===== config.mk =====
export PLATFORM = sky130hd
export DESIGN_NAME = frogger_playfield_flat
export DESIGN_NICKNAME = d
export VERILOG_FILES = /design/src/rtl/frogger_playfield_if.sv /design/src/rtl/frogger_playfield.sv /design/src/flat_wrapper.sv
export SDC_FILE = /design/constraint.sdc
export NUM_CORES = 1
export LEC_CHECK = 0
export CELL_PAD_IN_SITES_DETAIL_PLACEMENT = 2
export CELL_PAD_IN_SITES_GLOBAL_PLACEMENT = 2
export CORE_MARGIN = 8
export CORE_UTILIZATION = 29
export CTS_CLUSTER_DIAMETER = 50
export CTS_CLUSTER_SIZE = 40
export DETAILED_ROUTE_END_ITERATION = 8
export PLACE_DENSITY = 0.95
export SLEW_MARGIN = 10
export SYNTH_ARGS = -nofsm -noshare
export SYNTH_HDL_FRONTEND = slang
export SYNTH_SLANG_ARGS = --single-unit
export TNS_END_PERCENT = 50

===== constraint.sdc =====
create_clock -name clk -period 8 [get_ports clk]
set_input_delay 1.6 -clock clk [delete_from_list [all_inputs] [get_ports clk]]
set_output_delay 1.6 -clock clk [all_outputs]
set_load 0.005 [all_outputs]

===== src/rtl/frogger_playfield_if.sv =====
// frogger_playfield_if: control pulses in, car/frog maps and status out
interface frogger_playfield_if;
  logic        step_en;
  logic        freeze;
  logic        move_l;
  logic        move_u;
  logic        move_d;
  logic        move_r;
  logic [63:0] red_array;
  logic [63:0] green_array;
  logic        crashed;
  logic        survived;
  modport master (
    output step_en, freeze, move_l, move_u, move_d, move_r,
    input  red_array, green_array, crashed, survived
  );
  modport slave (
    input  step_en, freeze, move_l, move_u, move_d, move_r,
    output red_array, green_array, crashed, survived
  );
endinterface


===== src/rtl/frogger_playfield.sv =====
// frogger_playfield: 8x8 rotating car rows, single-frog movement, crash and round-complete detection
module frogger_playfield #(
  parameter logic [63:0] PATTERN    = 64'h89_66_F2_00_4B_62_C4_00,
  parameter logic [7:0]  MOVE_RIGHT = 8'b0110_0100
) (
  input logic                clk,
  input logic                reset,
  frogger_playfield_if.slave bus
);
  logic [63:0] red_q, red_d, rot, green;
  logic [2:0]  row_q, row_d, col_q, col_d;
  logic        crashed_q, crashed_d, overlap, ok, mv, surv;
  for (genvar r = 0; r < 8; r++) begin : g_row
    assign rot[8*r +: 8] = MOVE_RIGHT[r] ? {red_q[8*r], red_q[8*r+1 +: 7]}
                                         : {red_q[8*r +: 7], red_q[8*r+7]};
  end
  assign green = 64'd1 << {row_q, col_q};
  always_comb begin
    overlap   = |(green & red_q);
    ok        = ~bus.freeze & ~crashed_q;
    mv        = ok & $onehot({bus.move_l, bus.move_u, bus.move_d, bus.move_r});
    surv      = mv & bus.move_u & (row_q == 3'd7) & ~overlap;
    row_d     = surv ? 3'd0
              : (mv & bus.move_u & (row_q != 3'd7)) ? row_q + 3'd1
              : (mv & bus.move_d & (row_q != 3'd0)) ? row_q - 3'd1 : row_q;
    col_d     = surv ? 3'd3
              : (mv & bus.move_l) ? col_q + 3'd1
              : (mv & bus.move_r) ? col_q - 3'd1 : col_q;
    red_d     = surv ? PATTERN : (ok & bus.step_en) ? rot : red_q;
    crashed_d = crashed_q | overlap;
  end
  always_ff @(posedge clk or posedge reset) begin
    if (reset) begin
      red_q     <= PATTERN;
      row_q     <= 3'd0;
      col_q     <= 3'd3;
      crashed_q <= 1'b0;
    end else begin
      red_q     <= red_d;
      row_q     <= row_d;
      col_q     <= col_d;
      crashed_q <= crashed_d;
    end
  end
  assign bus.red_array   = red_q;
  assign bus.green_array = green;
  assign bus.crashed     = crashed_q;
  assign bus.survived    = surv;
endmodule


===== src/flat_wrapper.sv =====
// flat-port wrapper written by rule: the top's interface ports become plain ports
module frogger_playfield_flat 
#(
  parameter logic [63:0] PATTERN    = 64'h89_66_F2_00_4B_62_C4_00,
  parameter logic [7:0]  MOVE_RIGHT = 8'b0110_0100
)
  (clk, reset, bus_step_en, bus_freeze, bus_move_l, bus_move_u, bus_move_d, bus_move_r, bus_red_array, bus_green_array, bus_crashed, bus_survived);
  frogger_playfield_if bus_i ();
  input logic clk;
  input logic reset;
  input wire logic [$bits(bus_i.step_en)-1:0] bus_step_en;
  input wire logic [$bits(bus_i.freeze)-1:0] bus_freeze;
  input wire logic [$bits(bus_i.move_l)-1:0] bus_move_l;
  input wire logic [$bits(bus_i.move_u)-1:0] bus_move_u;
  input wire logic [$bits(bus_i.move_d)-1:0] bus_move_d;
  input wire logic [$bits(bus_i.move_r)-1:0] bus_move_r;
  output wire logic [$bits(bus_i.red_array)-1:0] bus_red_array;
  output wire logic [$bits(bus_i.green_array)-1:0] bus_green_array;
  output wire logic [$bits(bus_i.crashed)-1:0] bus_crashed;
  output wire logic [$bits(bus_i.survived)-1:0] bus_survived;
  assign bus_i.step_en = bus_step_en;
  assign bus_i.freeze = bus_freeze;
  assign bus_i.move_l = bus_move_l;
  assign bus_i.move_u = bus_move_u;
  assign bus_i.move_d = bus_move_d;
  assign bus_i.move_r = bus_move_r;
  assign bus_red_array = bus_i.red_array;
  assign bus_green_array = bus_i.green_array;
  assign bus_crashed = bus_i.crashed;
  assign bus_survived = bus_i.survived;
  frogger_playfield #(.PATTERN(PATTERN), .MOVE_RIGHT(MOVE_RIGHT)) u_core (.clk(clk), .reset(reset), .bus(bus_i));
endmodule

Yosys cells after proc, flatten, opt, wreduce, memory -nomap -nowiden
Cells that the tools add are included.
Widths: inputs -> output; s select.
- bits in registers: 71
- bits of input ports: 8
- word-level logic and storage cells: 44
- output and inout bits: 130
- shift operators: 1
- reduce and logical (&&, ||, !) cells: 5
- add/sub/neg operators: 7
- eq/ne operators: 3
- mux-type cells: 8
- bitwise gates (word level): 16
- operators with widths (kind ; number):
    $mux 64 ; 2
    $and 64x64->64 ; 1
    $reduce_or 64->1 ; 1
    $shl 1x6->64 const A ; 1
    $mux 3 ; 6
    $and 1x1->1 ; 11
    $reduce_bool 3->1 ; 3
    $add 3x1->3 const B ; 2
    $sub 3x1->3 const B ; 2
    $add 1x1->2 ; 2
    $add 3x3->3 ; 1
    $eq 3x1->1 const B ; 1
    $eq 3x3->1 const B ; 1
    $ne 3x3->1 const B ; 1
    $not 1->1 ; 3
    $reduce_bool 2->1 ; 1
    $or 1x1->1 ; 1

Logic depth before layout (Yosys ltp)
- word-level depth: 9
- mapped depth: 13
- gate-level depth less buffers: 13

Worst setup path after synthesis
OpenSTA, ideal clock, no wires.
- path type: input-to-output
- from: input port bus_move_u
- to: output port bus_survived
- slack: 3.114 ns
- data required time: 6.400 ns
- data arrival time: 3.286 ns
- buffers on the path: 0
- stages: 8
- cells stage by stage: ha_1 ha_1 fa_1 nor4_1 and2_0 nand2_1 nor2_1 and3_1
- word-level cells in the longest chain between the ends: 7
- RTL lines (what ; RTL line ; RTL):
    start: declaration ; flat_wrapper.sv:14 ; input wire logic [$bits(bus_i.move_u)-1:0] bus_move_u;
    $add 1x1->2 (implied by the code) ; frogger_playfield.sv:21 ; mv = ok & $onehot({bus.move_l, bus.move_u, bus.move_d, bus.move_r});
    $add 3x3->3 (implied by the code) ; frogger_playfield.sv:21 ;
    $eq 3x1->1 ; frogger_playfield.sv:21 ;
    $and 1x1->1 ; frogger_playfield.sv:21 ;
    $and 1x1->1 * (3 in a row) ; frogger_playfield.sv:22 ; surv = mv & bus.move_u & (row_q == 3'd7) & ~overlap;
    end: declaration ; flat_wrapper.sv:20 ; output wire logic [$bits(bus_i.survived)-1:0] bus_survived;
Every way passes the cells marked *; elsewhere a longest branch is shown, timed or not.

Worst setup path after layout
Same ends and word-level chain as after synthesis.

==> flow_summary.ini <==
[status]
status = finished, final reports clean

[final_layout]
drive_above_1_share_pct = 9.92
nets = 604
n_fill_cell = 1572
area_growth_pct = 41.9
diodes = 0
fin_cells = 779

[yosys]
syn-cell-area_sq_mm = 0.00432
ys_async_sr_fraction_pct = 100
synth_top_family_by_area = simple AND/OR/NAND/NOR gates
synth_top_area_cell = dfrtp_1
synth-seq-cells = 71
synth_cell_types = 58
synth-simple-area-share_pct = 25.9
synth_top_flop_cell = dfrtp_1
synthTopCellsByArea = dfrtp_1, dfstp_2, mux2i_1
syn_avg_cell_area_sq_um = 9.07
synth_compound_area_share_pct = 12.8
synthAdderAreaFrac_pct = 2.26
ys_seq_area_share_pct = 41.9
ys_warn_count = 0
synth_edf_count = 0
synth_top_area_share_pct = 27.3
syn-instance-count = 476
synth_xor_area_share_pct = 0.812
synthMuxAreaShare_pct = 11.4
mappedNetlistNets = 490

[placement]
io_buffers = 137
dp_hpwl_mm = 13.7
post-place-cells = 763
place_congestion = 0.848

[clock_tree]
clockBufferDepth = 2
cts_tree = yes
cts_hold_buf = 0
clk_pin_slew_ps = 50
htreeDepth = 3
numCtsBuffers = 9
clock-sinks = 71
ctsResizeCount = 0
clk_latency_ps = 330
cts_setup_buffers = 0
cts_root_buffer = clkbuf_16

[global_route]
track_usage_pct = 20.1
grt_pass1_vias = 4776
grt-ovfl-total = 0
grt_first_pass_wirelength_mm = 29.2
antenna_found_initial = 0
grt_max_degree = 87

[die]
num_rows = 44
start_util_pct = 29.7
ios = 138
fp.dieW_um = 138
core_sq_mm = 0.0145
dieHeight_um = 138
dieArea_sq_mm = 0.0190

[timing]
final.setup_skew_ps = 8.37
timing.final.crit_share_pct = 79.1
slew_violations = 0
max_freq_mhz = 158
relSlewSlack_pct = 21.2
setup_viol = 0
finalHoldViolCount = 0
finalSetupTns_ps = 0
min_period_ps = 6330
tightestPinTransition_ps = 1180
grt_setup_unrepaired = false

[worst_setup_path]
worstSetupStartpointType = input pin
r2r_slack_ps = 4140
critPathArrivalTime_ps = 4730
worstReg2RegEnd = u_core.bus.red_array[61]
critPathMaxFanout = 6
required_ps = 6400
r2r_cells = 8
crit_type = in2out
cp-startpoint = bus_move_u
reg2reg_from = u_core.row_q[0]
end_kind = output pin

[power_and_ir_drop]
power.density_mw_per_mm2 = 227
power.total_uw = 1390
vdd_ir_drop_max_mv = 0.0926
power.leakage_uw = 0.00256

[route]
dr_wl_met3_mm = 1.40
dr.max_layer_used = met4
via_per_inst = 5.47
drtAntennaViolNets = 0
drt_iter0_drc = 183
route.detailed.drc = 0
dr_wl_met2_mm = 9.12
routedWlPerCell_um = 24.5
totalWireLength_mm = 19.1
num_vias = 4262
first_pass_iters = 4
drt-met1-wl_mm = 8.22

[min_path]
hold_path.class = reg2reg
min_from = u_core.bus.red_array[55]
whs_path_depth = 1
hold_end = u_core.bus.red_array[54]

[job]
max_cap_viol_count = 0
cell type report:
class / count / area [sq um] / area share [%]
Clock buffer: 11 / 253 / 4.13
Tap cell: 184 / 230 / 3.76
Timing Repair Buffer: 142 / 1410 / 23.0
Clock inverter: 5 / 104 / 1.70
Multi-Input combinational cell: 360 / 2300 / 37.5
Sequential cell: 71 / 1810 / 29.5
Inverter: 6 / 22.5 / 0.368
through the flow:
step | setup slack [ps] | utilization, % | hold slack, ps | cell area, sq um
after floorplan | 3110 | - | 508 | 4320
after global placement | 1940 | 39.7 | 535 | 5770
after detailed placement | 1630 | 39.7 | 552 | 5770
after CTS | 1610 | 42.1 | 572 | 6120
after global routing | 1490 | 42.1 | 590 | 6120
final | 1670 | 42.1 | 562 | 6120
layout by cell type (no fill, tap or decap), types with 3 or more instances in the layout:
cell | Yosys | routed
a22o_1 | 3 | 3
fa_1 | 3 | 3
nand2b_1 | 3 | 3
clkbuf_16 | 0 | 9
inv_1 | 5 | 4
a22oi_1 | 7 | 7
bufinv_16 | 0 | 3
and3_1 | 7 | 6
ha_1 | 3 | 3
a31oi_1 | 4 | 4
o221ai_1 | 3 | 3
nand4_1 | 6 | 6
nand2_1 | 28 | 28
nor3_1 | 5 | 5
xor2_1 | 3 | 3
o21ai_0 | 6 | 6
dfstp_2 | 24 | 24
mux2i_1 | 47 | 47
clkdlybuf4s50_1 | 0 | 137
nor2b_1 | 28 | 28
a32oi_1 | 3 | 3
and2_1 | 3 | 3
a21oi_1 | 7 | 7
nor2_1 | 120 | 120
nand3_1 | 8 | 8
a211o_1 | 24 | 24
buf_4 | 7 | 5
dfrtp_1 | 47 | 47
cells in the mapped netlist, types with 2 or more instances:
cell type,number
a211o_1,24
a21oi_1,7
a22o_1,3
a22oi_1,7
a311oi_1,2
a31oi_1,4
a32oi_1,3
and2_1,3
and3_1,7
and4b_1,2
buf_2,16
buf_4,7
clkbuf_1,16
dfrtp_1,47
dfstp_2,24
fa_1,3
ha_1,3
inv_1,5
mux2_2,2
mux2i_1,47
nand2_1,28
nand2b_1,3
nand3_1,8
nand4_1,6
nand4b_1,2
nor2_1,120
nor2b_1,28
nor3_1,5
nor3b_1,2
nor4_1,2
o21ai_0,6
o221ai_1,3
o22ai_1,2
o31a_1,2
or2_2,2
xor2_1,3
power breakdown:
group          total [uW]  switching (uW)  internal [uW]
logic                 419             254            165
registers             493             108            385
clock network         477             156            322
cell families after synthesis:
group	after synthesis
AND/OR/NAND/NOR	230
XOR/XNOR	4
adder cells (fa/ha/maj)	6
flip-flops	71
AO/OA/AOI/OAI	71
buffers and inverters	45
multiplexers	49
metal layers:
layer / GRT usage (%) / vias up
met3: 4.49 / 27
met2: 33.8 / 162
li1: - / 1895
met5: 0 / -
met1: 24.8 / 2178
met4: 6.51 / 0
worst max-delay path by stage:
stage / to / slack [ps] / depth (start not counted)
CTS: bus_survived / 1610 / 10
global route: bus_survived / 1490 / 10
floorplan: bus_survived / 3110 / 8
finish: bus_survived / 1670 / 10
global placement: bus_survived / 1940 / 10
detailed placement: bus_survived / 1630 / 10
sequential cells by signal (all words and copies together) (netlist names):
signal,cells
u_core.bus.crashed,1
u_core.bus.red_array,64
u_core.col_q,3
u_core.row_q,3
critical path: stages:
cell,delay (ps)
clkdlybuf4s50_1,520
ha_1,380
ha_1,240
fa_1,450
nor4_1,260
and2_0,330
nand2_1,120
nor2_1,130
and3_1,180
clkdlybuf4s50_1,510
(Power assumes the default switching activity.)
